<file path="src/rtl/decodificador_fifo.sv">
// Decoder + FWFT FIFO: samples the 4-bit code S0..S3 on each Ready rising edge and decodes it to nibble ABCD.
// Latency: a word captured at edge t is visible at Dout after edge t (+2 cycles with DECOD_SYNC_EN).
// Backpressure: the head is held until Dout_valid & Dout_ack. A push into a full FIFO without a pop is dropped and sets Overflow.
//
// Ports: Clock, Reset_n (async active-low), S0..S3 (S0 = code MSB), Ready (rising edge = new word),
//        Clear (sync flush), Dout/Dout_valid/Dout_ack (FWFT head handshake), Count, Full, Empty, Overflow (sticky).
// Optional macro DECOD_SYNC_EN: runs S0..S3 and Ready through a 2-flop synchronizer before edge detect and decode.
module decodificador_fifo #(
   parameter int DEPTH = 4,
   localparam int AW = $clog2(DEPTH),
   localparam int CW = AW + 1
) (
   input  logic          Clock,
   input  logic          Reset_n,
   input  logic          S0,
   input  logic          S1,
   input  logic          S2,
   input  logic          S3,
   input  logic          Ready,
   input  logic          Clear,
   output logic [3:0]    Dout,
   output logic          Dout_valid,
   input  logic          Dout_ack,
   output logic [CW-1:0] Count,
   output logic          Full,
   output logic          Empty,
   output logic          Overflow
);

   localparam logic [CW-1:0] DEPTH_C = CW'(DEPTH);

   logic [3:0]    code_in;
   logic          ready_in;
   logic          ready_q;
   logic          push;
   logic          pop;
   logic          wr_en;
   logic [AW-1:0] wr_ptr;
   logic [AW-1:0] rd_ptr;
   logic [CW-1:0] cnt;
   logic          ovf;
   logic [3:0]    mem [DEPTH];

`ifdef DECOD_SYNC_EN
   logic [3:0] code_s1, code_s2;
   logic       ready_s1, ready_s2;

   // The Ready stages reset high so that a Ready held high across reset does not look like an edge.
   always_ff @(posedge Clock or negedge Reset_n) begin
      if (!Reset_n) begin
         code_s1  <= 4'h0;
         code_s2  <= 4'h0;
         ready_s1 <= 1'b1;
         ready_s2 <= 1'b1;
      end else begin
         code_s1  <= {S0, S1, S2, S3};
         code_s2  <= code_s1;
         ready_s1 <= Ready;
         ready_s2 <= ready_s1;
      end
   end

   assign code_in  = code_s2;
   assign ready_in = ready_s2;
`else
   assign code_in  = {S0, S1, S2, S3};
   assign ready_in = Ready;
`endif

   // The code-to-nibble mapping is a bijection, so every code decodes.
   function automatic logic [3:0] decode(input logic [3:0] code);
      case (code)
         4'b0101: decode = 4'h0;
         4'b1100: decode = 4'h1;
         4'b1001: decode = 4'h2;
         4'b0000: decode = 4'h3;
         4'b0001: decode = 4'h4;
         4'b1111: decode = 4'h5;
         4'b0100: decode = 4'h6;
         4'b1011: decode = 4'h7;
         4'b0111: decode = 4'h8;
         4'b0011: decode = 4'h9;
         4'b1101: decode = 4'hA;
         4'b0010: decode = 4'hB;
         4'b1110: decode = 4'hC;
         4'b1000: decode = 4'hD;
         4'b0110: decode = 4'hE;
         default: decode = 4'hF;   // 1010
      endcase
   endfunction

   assign Empty      = (cnt == '0);
   assign Full       = (cnt == DEPTH_C);
   assign Count      = cnt;
   assign Overflow   = ovf;
   assign Dout_valid = ~Empty;
   assign Dout       = Empty ? 4'h0 : mem[rd_ptr];

   assign push  = ready_in & ~ready_q;
   assign pop   = ~Empty & Dout_ack;
   // When full, a simultaneous pop frees the slot at rd_ptr, which is the slot wr_ptr points to.
   assign wr_en = push & ~Clear & (~Full | pop);

   always_ff @(posedge Clock) begin
      if (wr_en) mem[wr_ptr] <= decode(code_in);
   end

   always_ff @(posedge Clock or negedge Reset_n) begin
      if (!Reset_n) begin
         ready_q <= 1'b1;
         wr_ptr  <= '0;
         rd_ptr  <= '0;
         cnt     <= '0;
         ovf     <= 1'b0;
      end else begin
         ready_q <= ready_in;   // edge detector tracks Ready even during Clear
         if (Clear) begin
            wr_ptr <= '0;
            rd_ptr <= '0;
            cnt    <= '0;
            ovf    <= 1'b0;
         end else begin
            if (wr_en) wr_ptr <= wr_ptr + 1'b1;
            if (pop)   rd_ptr <= rd_ptr + 1'b1;
            if (wr_en && !pop)      cnt <= cnt + 1'b1;
            else if (!wr_en && pop) cnt <= cnt - 1'b1;
            if (push && Full && !pop) ovf <= 1'b1;
         end
      end
   end

endmodule
</file>
<file path="config.mk">
export PLATFORM = sky130hd
export DESIGN_NAME = decodificador_fifo
export DESIGN_NICKNAME = d
export VERILOG_FILES = /design/src/rtl/decodificador_fifo.sv
export SDC_FILE = /design/constraint.sdc
export NUM_CORES = 1
export LEC_CHECK = 0
export ABC_AREA = 1
export CAP_MARGIN = 20
export CORE_UTILIZATION = 57
export DETAILED_ROUTE_END_ITERATION = 8
export PLACE_DENSITY = 0.79
export SLEW_MARGIN = 5
export SYNTH_ARGS = -nofsm -noshare
export SYNTH_HDL_FRONTEND = slang
export SYNTH_SLANG_ARGS = --single-unit
</file>
<file path="constraint.sdc">
create_clock -name Clock -period 4.5 [get_ports Clock]
set_input_delay 1.125 -clock Clock [delete_from_list [all_inputs] [get_ports Clock]]
set_output_delay 1.125 -clock Clock [all_outputs]
set_load 0.01 [all_outputs]
</file>
== Word level (Yosys, flattened, before mapping) ==
Memory sizes are Yosys's and may differ from the RTL's.
Cells that the tools add are included.

* Flip-flop bits (word level): 9
* Memory bits (writable): 16
* Memory bits (read-only): 64
* Bits of input ports: 9
* Output and inout port bits: 11
* Word-level logic and storage cells: 45
* Memories: 2

{| class="wikitable"
|+ Memories
! name !! words !! width !! read ports !! clocked after Yosys merged registers in !! write ports !! line !! RTL
|-
| (name not given) || 16 || 4 || 1 || 0 || 0 || 72 || <nowiki>case (code)</nowiki>
|-
| mem || 4 || 4 || 1 || 0 || 1 || 42 || <nowiki>logic [3:0] mem [DEPTH];</nowiki>
|}

* Add/subtract/negate cells: 4
* Equal/unequal tests: 1
* Multiplexer cells: 13
* Bitwise operators: 9
* Reduce and logical (&&, ||, !) cells: 11

{| class="wikitable"
|+ Operators with widths
! cell !! number
|-
| two-way mux 3 bit || 3
|-
| two-way mux 2 bit || 4
|-
| two-way mux 4 bit || 2
|-
| nonzero test 2 bit || 3
|-
| adder 2 x 1 -> 2 bit, second input constant || 2
|-
| AND 1 bit || 4
|-
| logical AND 1 bit || 4
|-
| two-way mux 1 bit || 4
|-
| NOT 1 bit || 4
|-
| adder 3 x 1 -> 3 bit, second input constant || 1
|-
| equality test 3 bit, second input constant || 1
|-
| logical NOT 3 bit || 1
|-
| nonzero test 3 bit || 1
|-
| subtractor 3 x 1 -> 3 bit, second input constant || 1
|-
| logical NOT 1 bit || 2
|-
| OR 1 bit || 1
|}

== Longest topological paths before layout ==
* Word-level depth: 10
* Mapped depth: 11
* Mapped depth without buffers: 11

== Worst setup path after synthesis ==
Ideal clock, no wire load.

* Path type: input to register
* Start: input Dout_ack
* End: register cnt[2], in the netlist Count[2]
* Library setup time: 0.117 ns
* Arrival time: 2.278 ns
* Data required time: 4.383 ns
* Slack: 2.105 ns
* Cell stages on the path: 10
* Buffers on the path: 0
* Path through: inv_1 > nand3_2 > nand3_4 > inv_1 > fa_1 > xor2_1 > nand3b_1 > nand2_1 > nand2_1 > nand2_1

* Longest elaborated chain between the ends: 6
* Elaborated cells between the ends (all ways): 10
* Those cells by class: mux: 2; bitwise: 3; reduce/logical: 5

{| class="wikitable"
|+ Ends and longest elaborated chain
! what !! line !! RTL
|-
| from (decl) || 23 || <nowiki>input logic Dout_ack,</nowiki>
|-
| AND 1 bit (*) || 100 || <nowiki>assign pop = ~Empty & Dout_ack;</nowiki>
|-
| OR 1 bit || 102 || <nowiki>assign wr_en = push & ~Clear & (~Full | pop);</nowiki>
|-
| AND 1 bit || 102 ||
|-
| logical AND 1 bit / logical NOT 1 bit (equally long branches) || 125, 126 ||
|-
| two-way mux 3 bit / logical AND 1 bit (equally long branches) || 125, 126 ||
|-
| two-way mux 3 bit / nonzero test 3 bit (equally long branches) || - ||
|-
| to (signal assigned) || 125 || <nowiki>if (wr_en && !pop) cnt <= cnt + 1'b1;</nowiki>
|-
| to (signal assigned) || 126 || <nowiki>else if (!wr_en && pop) cnt <= cnt - 1'b1;</nowiki>
|-
| to (decl) || 40 || <nowiki>logic [CW-1:0] cnt;</nowiki>
|}

Every way passes the cells marked *; elsewhere a longest branch is shown, timed or not.
A chain may end at the register's enable or synchronous reset.

== Worst setup path after layout ==
* Start: register rd_ptr[0]
* End: output Dout[3]

* Longest elaborated chain between the ends: 2

{| class="wikitable"
|+ Ends and longest elaborated chain
! what !! line !! RTL
|-
| from (decl) || 39 || <nowiki>logic [AW-1:0] rd_ptr;</nowiki>
|-
| from (signal assigned) || 124 || <nowiki>if (pop) rd_ptr <= rd_ptr + 1'b1;</nowiki>
|-
| memory (4 x 4 bit) || - ||
|-
| two-way mux 4 bit || 97 || <nowiki>assign Dout = Empty ? 4'h0 : mem[rd_ptr];</nowiki>
|-
| to (decl) || 21 || <nowiki>output logic [3:0] Dout,</nowiki>
|}

No other way between the ends.

==> impl_results.md <==
* Die ar. at 2590 um2
* Vias/cell at 5.14
* Initial DRC count at 14
* Status: finished, final reports clean
* Family with the most delay on the worst path: buffers and inverters
* Critical setup path kind: register to primary output
* Tot Pwr at 0.000715 W
* Post-Syn Instances at 144
* CP Data Required Time at 3.38 ns
* DRC at 0
* YS warnings at 0
* Cells on worst reg2reg path at 10
* Flops & latches, synth at 25
* Mapped Area at 1360 um2
* Initial antenna violation count at 0
* PwrDens at 444 nW/um2
* Worst Path Buf+Inv at 2
* Reg2reg setup slack at 2.58 ns
* Clk root buf: clkbuf_4
* Final hold violations at 0
* # Post-CTS Setup Buffers at 0
* Die width at 50.8 um
* Max FO, Critical Path at 10
* H-tree Lvls at 1
* Post-DP HPWL at 1950 um
* Max VDD drop at 318 uV
* Max-slew violations at 0
* PortBufs at 19
* Drt pass-1 iters at 4
* Reg-to-Reg Start: Count[1]
* Worst-path clk slew at 0.14 ns
* Gpl congestion at 0.745
* First-pass GRT wire length at 4210 um
* Pin count of the biggest net entering global routing at 16
* Synth unique cells at 26
* Min Tclk post-route at 3.06 ns
* RSZ-0062 raised after global routing: no
* Worst slew pin tran at 0.424 ns
* IO Pins at 20
* Post-route ant nets at 0
* Storage cell area at 707 um2
* Worst clock skew at 0.00166 ns
* Drt wl/cell at 12.7 um
* Crit Reg-Reg Endpoint: Count[2]
* Hold_sp: Overflow
* Nets at 185
* WHS Path Cells at 2
* Antenna cells at 0
* # fillers at 166
* WHS Endpoint: Overflow
* Cell chain of the critical path: inv_1 -> o21ai_0 -> a21oi_1 -> clkdlybuf4s50_1
* Max Cap Viol at 0
* Layout cells sized above 1 at 10.8%
* Total leakage power at 0.686 nW
* Non-Filler Instances at 194
* Fmax at 0.326 GHz
* Synthesized Nets at 162
* Slew margin rel. at 71.5%
* Crit path capture type: primary output
* Slowest-stage cell, CP: clkdlybuf4s50_1
* Clock sink total at 25
* Total Routing Usage GR at 22.4%
* CTS tree: done
* Clock buffer count from CTS at 3
* Post-CTS Hold Buffers at 0
* Vias at 998
* Routed wire length at 2460 um
* Worst-skew pair later-pin latency at 0.32 ns
* Final setup vio count at 0
* Setup_tns at 0 ns
* Worst min-delay path class: register to register
* Post-cts gate resize count at 0
* Placed cells at 190
* CORE AREA at 2230 um2
* Vias in the first global route at 956
* Register area share after synthesis at 52.0%
* Initial core utilization at 60.9%
* Overflow after GRT at 0
* Row count at 17
* Mean Syn Cell Area at 9.44 um2
* Clk buf depth at 2
* Worst path max stage delay at 0.55 ns
* CP Launch Type: register
* Area of the multi-input gates at 558 um2
* Die Y at 50.8 um
* Worst Path Arrival at 1.94 ns
* Final period utilization at 68.1%
* Area Growth Syn to Fin at 18.4%
==> flip-flops by register name, indices dropped and copies added, names as in the netlist <==
register  cells
ready_q       1
mem          16
wr_ptr        2
Overflow      1
rd_ptr        2
Count         3
==> logic make-up (layout without fill, tap and decap cells) <==
kind of cell	Yosys count	in the layout	synth area share [%]
compound gates	30	30	11.7
xor+xnor	1	1	0.644
fa+ha+maj	9	9	8.83
buf+inv	25	47	6.99
flops	25	25	52.0
simple gates	54	54	19.9
==> synth_stat cells, drive strengths merged <==
library cell,number,area (um2)
nand3b,1,7.51
xor2,1,8.76
a21oi,11,58.8
nand2,20,97.6
ha,8,100
edfxtp,16,480
o31ai,1,7.51
buf,1,5.00
nand3,4,37.5
a22oi,1,7.51
or2,1,6.26
dfstp,1,26.3
dfrtp,8,200
nor3,1,5.00
o21ai,17,85.1
fa,1,20.0
inv,24,90.1
nor2,27,116
==> cell usage in the layout (no fill, tap or decap), types with 2 or more instances in the layout <==
cell and count:
o21ai_1 2, edfxtp_1 16, o21ai_0 15, clkbuf_4 3, nor2_4 2, clkdlybuf4s50_1 19, nand2_4 2, ha_1 8
dfrtp_1 8, a21oi_1 10, nand2_2 3, nand2_1 15, inv_1 22, nand3_1 2, nor2_1 25, inv_2 2
==> power breakdown <==
| group | total [W] | leakage (nW) | switching, W | internal (W) |
|---|---|---|---|---|
| registers | 0.000298 | 0.262 | 0.0000306 | 0.000267 |
| logic | 0.000315 | 0.409 | 0.000166 | 0.000149 |
| clock network | 0.000102 | 0.0139 | 0.0000683 | 0.0000340 |
| total | 0.000715 | 0.686 | 0.000265 | 0.000450 |
==> layout make-up <==
type | count | area share, %
clock inverters | 1 | 0.466
inverters | 24 | 5.59
flip-flops and latches | 25 | 43.9
clock buffers | 3 | 1.40
repair buffers | 19 | 11.8
multi-input cells | 94 | 34.7
well taps | 28 | 2.18
==> worst reg2reg max path, cell delays in order, from the launching register on <==
cell	delay [ns]
dfrtp_1	0.45
nor2_4	0.17
nand3_2	0.16
nand3_4	0.16
inv_1	0.06
fa_1	0.37
xor2_1	0.17
nand3b_1	0.13
nand2_1	0.05
nand2_1	0.06
nand2_1	0.05
==> metal layers <==
layer	up-vias	wire length [um]	global-route usage (%)
met5	-	0	0
met4	0	36	8.33
met3	4	52	3.57
met2	14	1230	37.6
li1	512	-	-
met1	468	1140	29.4
==> worst max path at each step <==
stage | startpoint | endpoint | cells after the start
6_report | rd_ptr[0] | Dout[3] | 4
3_3_place_gp | Dout_ack | Count[2] | 11
2_1_floorplan | Dout_ack | Count[2] | 10
5_1_grt | rd_ptr[0] | Dout[3] | 4
4_1_cts | rd_ptr[0] | Dout[3] | 4
3_5_place_dp | Dout_ack | Count[2] | 11
==> stage by stage <==
step	hold WS [ns]	instance area [um2]	utilization, %	setup WS, ns
floorplan	0.531	1360	-	2.10
global placement	0.495	1580	70.8	1.58
detailed placement	0.554	1580	70.8	1.50
CTS	0.583	1610	72.1	1.44
global route	0.607	1610	72.1	1.30
finish	0.569	1610	72.1	1.44
No activity file was read; power rests on OpenSTA's default activity.
